**src/rtl/step_cmd_if.sv**
```systemverilog
// Command/strobe bundle between the UART RX path, step_cmd_sequencer and moverMotor.
// The host drives RX_DATA/RX_VALID; the sequencer drives the strobe and status lines.
interface step_cmd_if;
  logic [7:0] RX_DATA;
  logic       RX_VALID;
  logic       STB;
  logic       DIR;
  logic       BUSY;
  logic       DONE;
  logic       ERR;

  modport master (
    output RX_DATA, RX_VALID,
    input  STB, DIR, BUSY, DONE, ERR
  );

  modport slave (
    input  RX_DATA, RX_VALID,
    output STB, DIR, BUSY, DONE, ERR
  );
endinterface

```
**src/rtl/step_cmd_sequencer.sv**
```systemverilog
// Turns one-byte motion commands into evenly paced STB bursts with a one-deep pending slot.
// Optional CMD_ABORT_EN: a byte with bit6=1 and count 0 aborts the running burst.
module step_cmd_sequencer #(
  parameter int unsigned STEP_DIV = 50000,
  parameter int unsigned STB_HIGH = 25000
) (
  input  logic      CLK,
  input  logic      RST,
  step_cmd_if.slave cmd
);

  typedef enum logic [1:0] {IDLE, HIGH, LOW, FIN} state_t;

  localparam logic [19:0] HIGH_LAST   = 20'(STB_HIGH - 1);
  localparam logic [19:0] PERIOD_LAST = 20'(STEP_DIV - 1);

  state_t      state_q;
  logic [19:0] phase_q;
  logic [5:0]  remaining_q;
  logic        dir_q;
  logic        stb_q;
  logic        busy_q;
  logic        done_q;
  logic        err_q;
  logic        pend_valid_q;
  logic        pend_dir_q;
  logic [5:0]  pend_count_q;

  logic [5:0]  rx_count;
  logic        rx_cmd;
  logic        rx_abort;

  assign rx_count = cmd.RX_DATA[5:0];
  assign rx_cmd   = cmd.RX_VALID && (rx_count != 6'd0);

`ifdef CMD_ABORT_EN
  assign rx_abort = cmd.RX_VALID && cmd.RX_DATA[6] && (rx_count == 6'd0);
`else
  logic unused_abort_bit;
  assign unused_abort_bit = cmd.RX_DATA[6];
  assign rx_abort = 1'b0;
`endif

  always_ff @(posedge CLK) begin
    done_q <= 1'b0;
    err_q  <= 1'b0;
    if (RST) begin
      state_q      <= IDLE;
      phase_q      <= '0;
      remaining_q  <= '0;
      dir_q        <= 1'b0;
      stb_q        <= 1'b0;
      busy_q       <= 1'b0;
      pend_valid_q <= 1'b0;
      pend_dir_q   <= 1'b0;
      pend_count_q <= '0;
    end else begin
      case (state_q)
        IDLE: begin
          if (rx_cmd) begin
            state_q     <= HIGH;
            stb_q       <= 1'b1;
            busy_q      <= 1'b1;
            dir_q       <= cmd.RX_DATA[7];
            remaining_q <= rx_count;
            phase_q     <= '0;
          end
        end

        HIGH, LOW: begin
          if (rx_abort) begin
            state_q      <= IDLE;
            stb_q        <= 1'b0;
            busy_q       <= 1'b0;
            pend_valid_q <= 1'b0;
            phase_q      <= '0;
          end else begin
            if (rx_cmd) begin
              if (!pend_valid_q) begin
                pend_valid_q <= 1'b1;
                pend_dir_q   <= cmd.RX_DATA[7];
                pend_count_q <= rx_count;
              end else begin
                err_q <= 1'b1;
              end
            end
            // Phase runs continuously across HIGH and LOW; it only wraps at the period end.
            if (state_q == HIGH) begin
              phase_q <= phase_q + 20'd1;
              if (phase_q == HIGH_LAST) begin
                state_q <= LOW;
                stb_q   <= 1'b0;
              end
            end else if (phase_q == PERIOD_LAST) begin
              phase_q     <= '0;
              remaining_q <= remaining_q - 6'd1;
              if (remaining_q == 6'd1) begin
                state_q <= FIN;
                done_q  <= 1'b1;
              end else begin
                state_q <= HIGH;
                stb_q   <= 1'b1;
              end
            end else begin
              phase_q <= phase_q + 20'd1;
            end
          end
        end

        FIN: begin
          if (rx_abort) begin
            state_q      <= IDLE;
            busy_q       <= 1'b0;
            pend_valid_q <= 1'b0;
          end else if (pend_valid_q) begin
            state_q      <= HIGH;
            stb_q        <= 1'b1;
            dir_q        <= pend_dir_q;
            remaining_q  <= pend_count_q;
            phase_q      <= '0;
            // The slot frees and refills in the same cycle, so no byte is lost here.
            pend_valid_q <= rx_cmd;
            if (rx_cmd) begin
              pend_dir_q   <= cmd.RX_DATA[7];
              pend_count_q <= rx_count;
            end
          end else if (rx_cmd) begin
            state_q     <= HIGH;
            stb_q       <= 1'b1;
            dir_q       <= cmd.RX_DATA[7];
            remaining_q <= rx_count;
            phase_q     <= '0;
          end else begin
            state_q <= IDLE;
            busy_q  <= 1'b0;
          end
        end

        default: state_q <= IDLE;
      endcase
    end
  end

  assign cmd.STB  = stb_q;
  assign cmd.DIR  = dir_q;
  assign cmd.BUSY = busy_q;
  assign cmd.DONE = done_q;
  assign cmd.ERR  = err_q;

endmodule

```
**src/flat_wrapper.sv**
```systemverilog
// flat-port wrapper written by rule: the top's interface ports become plain ports
module step_cmd_sequencer_flat 
#(
  parameter int unsigned STEP_DIV = 50000,
  parameter int unsigned STB_HIGH = 25000
)
  (CLK, RST, cmd_RX_DATA, cmd_RX_VALID, cmd_STB, cmd_DIR, cmd_BUSY, cmd_DONE, cmd_ERR);
  step_cmd_if cmd_i ();
  input  logic CLK;
  input  logic RST;
  input wire logic [$bits(cmd_i.RX_DATA)-1:0] cmd_RX_DATA;
  input wire logic [$bits(cmd_i.RX_VALID)-1:0] cmd_RX_VALID;
  output wire logic [$bits(cmd_i.STB)-1:0] cmd_STB;
  output wire logic [$bits(cmd_i.DIR)-1:0] cmd_DIR;
  output wire logic [$bits(cmd_i.BUSY)-1:0] cmd_BUSY;
  output wire logic [$bits(cmd_i.DONE)-1:0] cmd_DONE;
  output wire logic [$bits(cmd_i.ERR)-1:0] cmd_ERR;
  assign cmd_i.RX_DATA = cmd_RX_DATA;
  assign cmd_i.RX_VALID = cmd_RX_VALID;
  assign cmd_STB = cmd_i.STB;
  assign cmd_DIR = cmd_i.DIR;
  assign cmd_BUSY = cmd_i.BUSY;
  assign cmd_DONE = cmd_i.DONE;
  assign cmd_ERR = cmd_i.ERR;
  step_cmd_sequencer #(.STEP_DIV(STEP_DIV), .STB_HIGH(STB_HIGH)) u_core (.CLK(CLK), .RST(RST), .cmd(cmd_i));
endmodule
```
**config.mk**
```make
export PLATFORM = sky130hd
export DESIGN_NAME = step_cmd_sequencer_flat
export DESIGN_NICKNAME = d
export VERILOG_FILES = /design/src/rtl/step_cmd_if.sv /design/src/rtl/step_cmd_sequencer.sv /design/src/flat_wrapper.sv
export SDC_FILE = /design/constraint.sdc
export NUM_CORES = 1
export LEC_CHECK = 0
export ABC_AREA = 1
export CAP_MARGIN = 30
export CORE_UTILIZATION = 60
export DETAILED_ROUTE_END_ITERATION = 16
export PLACE_DENSITY = 0.8
export SYNTH_ARGS = -nofsm -noshare
export SYNTH_HDL_FRONTEND = slang
export SYNTH_SLANG_ARGS = --single-unit
```
**constraint.sdc**
```tcl
create_clock -name CLK -period 2.2 [get_ports CLK]
set_input_delay 0.22 -clock CLK [delete_from_list [all_inputs] [get_ports CLK]]
set_output_delay 0.22 -clock CLK [all_outputs]
set_load 0.01 [all_outputs]
```
==> impl_results.md, run 1 <==
* Clock Latency Late Sink at 0.31 ns
* Largest family of logic cells by synthesized area: simple AND/OR/NAND/NOR gates
* Area share of the largest cell type after synthesis at 0.301
* Via Count at 2979
* Leak at 0.00129 uW
* Final worst path period need at 1.99 ns
* FMAX at 502 MHz
* Max-slew headroom at 0.612
* Drt pass-1 iters at 6
* Final ANT Viol Nets at 0
* Post-Synth Simple-Gate Area at 0.422
* Area Growth Syn to Fin at 10.6%
* Number of distinct library cells after synthesis at 32
* Clock Tree Root: clkbuf_8
* Hold depth at 2
* Worst hold path class: flop to flop
* Synth Area in XOR/XNOR at 0.00642
* Actual slew at the worst max-slew pin at 0.581 ns
* Crit path max fanout at 14
* IO Port Bufs at 14
* Core area at 0.00435 sq mm
* Top post-synthesis cells by area: dfxtp_1 (30%), nand2_1 (16%), nor2_1 (9.4%)
* Status: finished clean
* Power density over the cells at 849 mW/mm^2
* Register area share after synthesis at 0.301
* Die X at 69.4 microns
* Final Slew Violations at 0
* DRC viols at 0
* Synth Area in Adders at 0.0367
* Final setup violation count at 0
* Critical Path AT at 2.21 ns
* Full die area at 0.00482 sq mm
* Placed inst area at 0.00292 sq mm
* IO Pins at 16
* Hold_ws at 0.487 ns
* Hold Startpoint: u_core.cmd.DIR$_SDFFE_PP0P_
* First-pass GRT wire length at 12200 microns
* Number of fill cells at 386
* Fin Clk Skew at 0.00901 ns
* Max-Cap Viols at 0
* Period utilization at 0.905
* Placer Congestion at 0.917
* Setup Crit Path Kind: flop to flop
* Final Hold Viols at 0
* Ys Warns at 0
* Avg Cell Area, Syn at 6.02 sq um
* H-tree Lvls at 2
* Antenna violations before repair at 0
* Largest net degree at the start of global routing at 27
* CTS buffer count at 5
* WL/cell at 13.8 microns
* Gr usage total at 0.313
* CP required at 2.42 ns
* # nets final at 487
* Post-synthesis mux area share at 0
* Clock tree sinks at 41
* Hold worst-path end: u_core.cmd.DIR$_SDFFE_PP0P_
* Endpoint of the worst register-to-register path: u_core.phase_q[9]$_SDFF_PP0_
* # rows at 24
* Synth area leader: dfxtp_1
* # hold bufs at CTS at 0
* CTS clock-pin slew for the worst setup and hold paths at 0.09 ns
* RR Startpoint: u_core.phase_q[0]$_SDFF_PP0_
* Initial DRC count at 325
* Remaining Overflow, GRT at 0
* Post-synthesis register bit count at 41
* Vias/cell at 5.72
* CP Capture Type: flop
* Maximum vdd drop at 713 uV
* R2R depth at 10
* Initial Util at 0.626
* RSZ-0062 raised after global routing: false
* Setup TNS at 0 ns
* Clock Tree Buf Depth at 2
* Compound-Gate Fraction of Synth Area at 0.133
* Syn_nets at 472
* Cell count after synthesis at 453
* Synth Cell Area at 0.00273 sq mm
* CTS tree: yes
* Post-Route WL at 7200 microns
* Ratio of cells with drive above 1 in the final layout at 0.0682
* Startpoint Class: flop
* Die Span Y at 69.4 microns
* Number of diodes at 0
* Fin area at 0.00302 sq mm
* Register-to-register setup slack at 0.21 ns
* Post-DP HPWL at 5020 microns
* Vias in the first global route at 2683
==> cell type report <==
| type | instances | area (sq um) | area share |
|---|---|---|---|
| clock inverter | 3 | 22.5 | 0.00747 |
| inverter | 57 | 214 | 0.0709 |
| tap | 52 | 65.1 | 0.0216 |
| multi-input combinational | 342 | 1630 | 0.541 |
| clock buffer | 5 | 68.8 | 0.0228 |
| timing repair buffer | 21 | 193 | 0.0639 |
| sequential | 41 | 821 | 0.272 |
==> state kept, by name (all words and copies together), names as in the netlist <==
| name | count |
|---|---|
| u_core.remaining_q | 6 |
| u_core.pend_valid_q | 1 |
| u_core.cmd.ERR | 1 |
| u_core.state_q | 2 |
| u_core.phase_q | 20 |
| u_core.cmd.DONE | 1 |
| u_core.cmd.BUSY | 1 |
| u_core.cmd.STB | 1 |
| u_core.cmd.DIR | 1 |
| u_core.pend_count_q | 6 |
| u_core.pend_dir_q | 1 |
==> cell usage after synthesis (all sizes together) <==
| library cell | count |
|---|---|
| nor2 | 71 |
| and3 | 1 |
| buf | 7 |
| xor2 | 2 |
| nand2 | 118 |
| o21bai | 2 |
| o31ai | 1 |
| and2 | 1 |
| dfxtp | 41 |
| a21oi | 31 |
| clkbuf | 6 |
| o2111ai | 1 |
| o22ai | 3 |
| nand4 | 13 |
| inv | 56 |
| or2 | 1 |
| ha | 8 |
| nand3b | 3 |
| nand3 | 51 |
| nor3 | 3 |
| a31oi | 5 |
| o211ai | 2 |
| clkinv | 1 |
| nor4 | 3 |
| o21ai | 22 |
==> through the flow <==
step                      cells  total power (uW)  setup slack (ns)   util
final                       521              2560             0.210  0.693
after detailed placement    513              2010             0.136  0.671
after global placement      513              2000             0.216  0.671
after floorplan             453              1720             0.492      -
after global routing        521              2750            0.0421  0.693
after CTS                   521              2540             0.167  0.692
==> worst max-delay path, cell delays in order (launching register included) <==
cell     delay [ns]
dfxtp_1        0.38
ha_1           0.23
nand3_1        0.19
nor2_1         0.20
nand3_2        0.12
nand2_2        0.11
nand2_2        0.19
nand2_1        0.20
nand2_1        0.13
nand2_1        0.09
nor2_1         0.04
==> power by group <==
group | switching [uW] | total, uW | leakage [uW] | internal [uW]
clock network | 311 | 537 | 0.0000481 | 226
logic | 729 | 1090 | 0.000908 | 362
registers | 80.1 | 934 | 0.000334 | 854
==> per-layer routing <==
metal  vias up  wire [microns]  global-route usage
li1       1500               -                   -
met1      1326            3100               0.394
met2       125            3430               0.515
met3        28             465              0.0581
met4         0             204               0.150
met5         -               0                   0
==> cell usage in the layout, fill, tap and decap left out, drive strengths merged, types with 5 or more instances in the layout <==
| master | n |
|---|---|
| o21ai | 22 |
| nand4 | 13 |
| nand3 | 51 |
| a21oi | 31 |
| buf | 7 |
| a31oi | 5 |
| nor2 | 71 |
| clkdlybuf4s50 | 14 |
| clkbuf | 5 |
| inv | 56 |
| dfxtp | 41 |
| nand2 | 118 |
| ha | 8 |
==> how the worst max path moves through the flow <==
stage,startpoint,endpoint,slack [ns]
2_1_floorplan,u_core.state_q[0]$_SDFFE_PP0P_,u_core.remaining_q[0]$_SDFFE_PP0P_,0.49
3_3_place_gp,cmd_RX_DATA[5],u_core.remaining_q[2]$_SDFFE_PP0P_,0.22
3_5_place_dp,cmd_RX_DATA[0],u_core.remaining_q[0]$_SDFFE_PP0P_,0.14
4_1_cts,u_core.state_q[1]$_SDFFE_PP0P_,u_core.remaining_q[0]$_SDFFE_PP0P_,0.17
5_1_grt,u_core.phase_q[0]$_SDFF_PP0_,u_core.phase_q[8]$_SDFF_PP0_,0.04
6_report,u_core.phase_q[0]$_SDFF_PP0_,u_core.phase_q[9]$_SDFF_PP0_,0.21
==> what timing repair did <==
item	CTS	global route
resized for setup	0	1
buffers inserted	0	0
endpoints found under the hold margin	0	0
endpoints found under the setup margin	0	4
==> cells by family after synthesis <==
logic type | count (synthesis)
flops | 41
simple gates | 265
compound gates | 67
buf+inv | 70
xor+xnor | 2
fa+ha+maj | 8
No activity file was read; power rests on OpenSTA's default activity.
==> run 2, diff against run 1 <==
--- a/config.mk
+++ b/config.mk
@@ -8,6 +8,7 @@
 export ABC_AREA = 1
 export CAP_MARGIN = 30
 export CORE_UTILIZATION = 60
+export CTS_CLUSTER_SIZE = 40
 export DETAILED_ROUTE_END_ITERATION = 16
 export PLACE_DENSITY = 0.8
 export SYNTH_ARGS = -nofsm -noshare
==> results of run 2 <==
The final DEF is identical to that of run 1; final timing and power are the same.
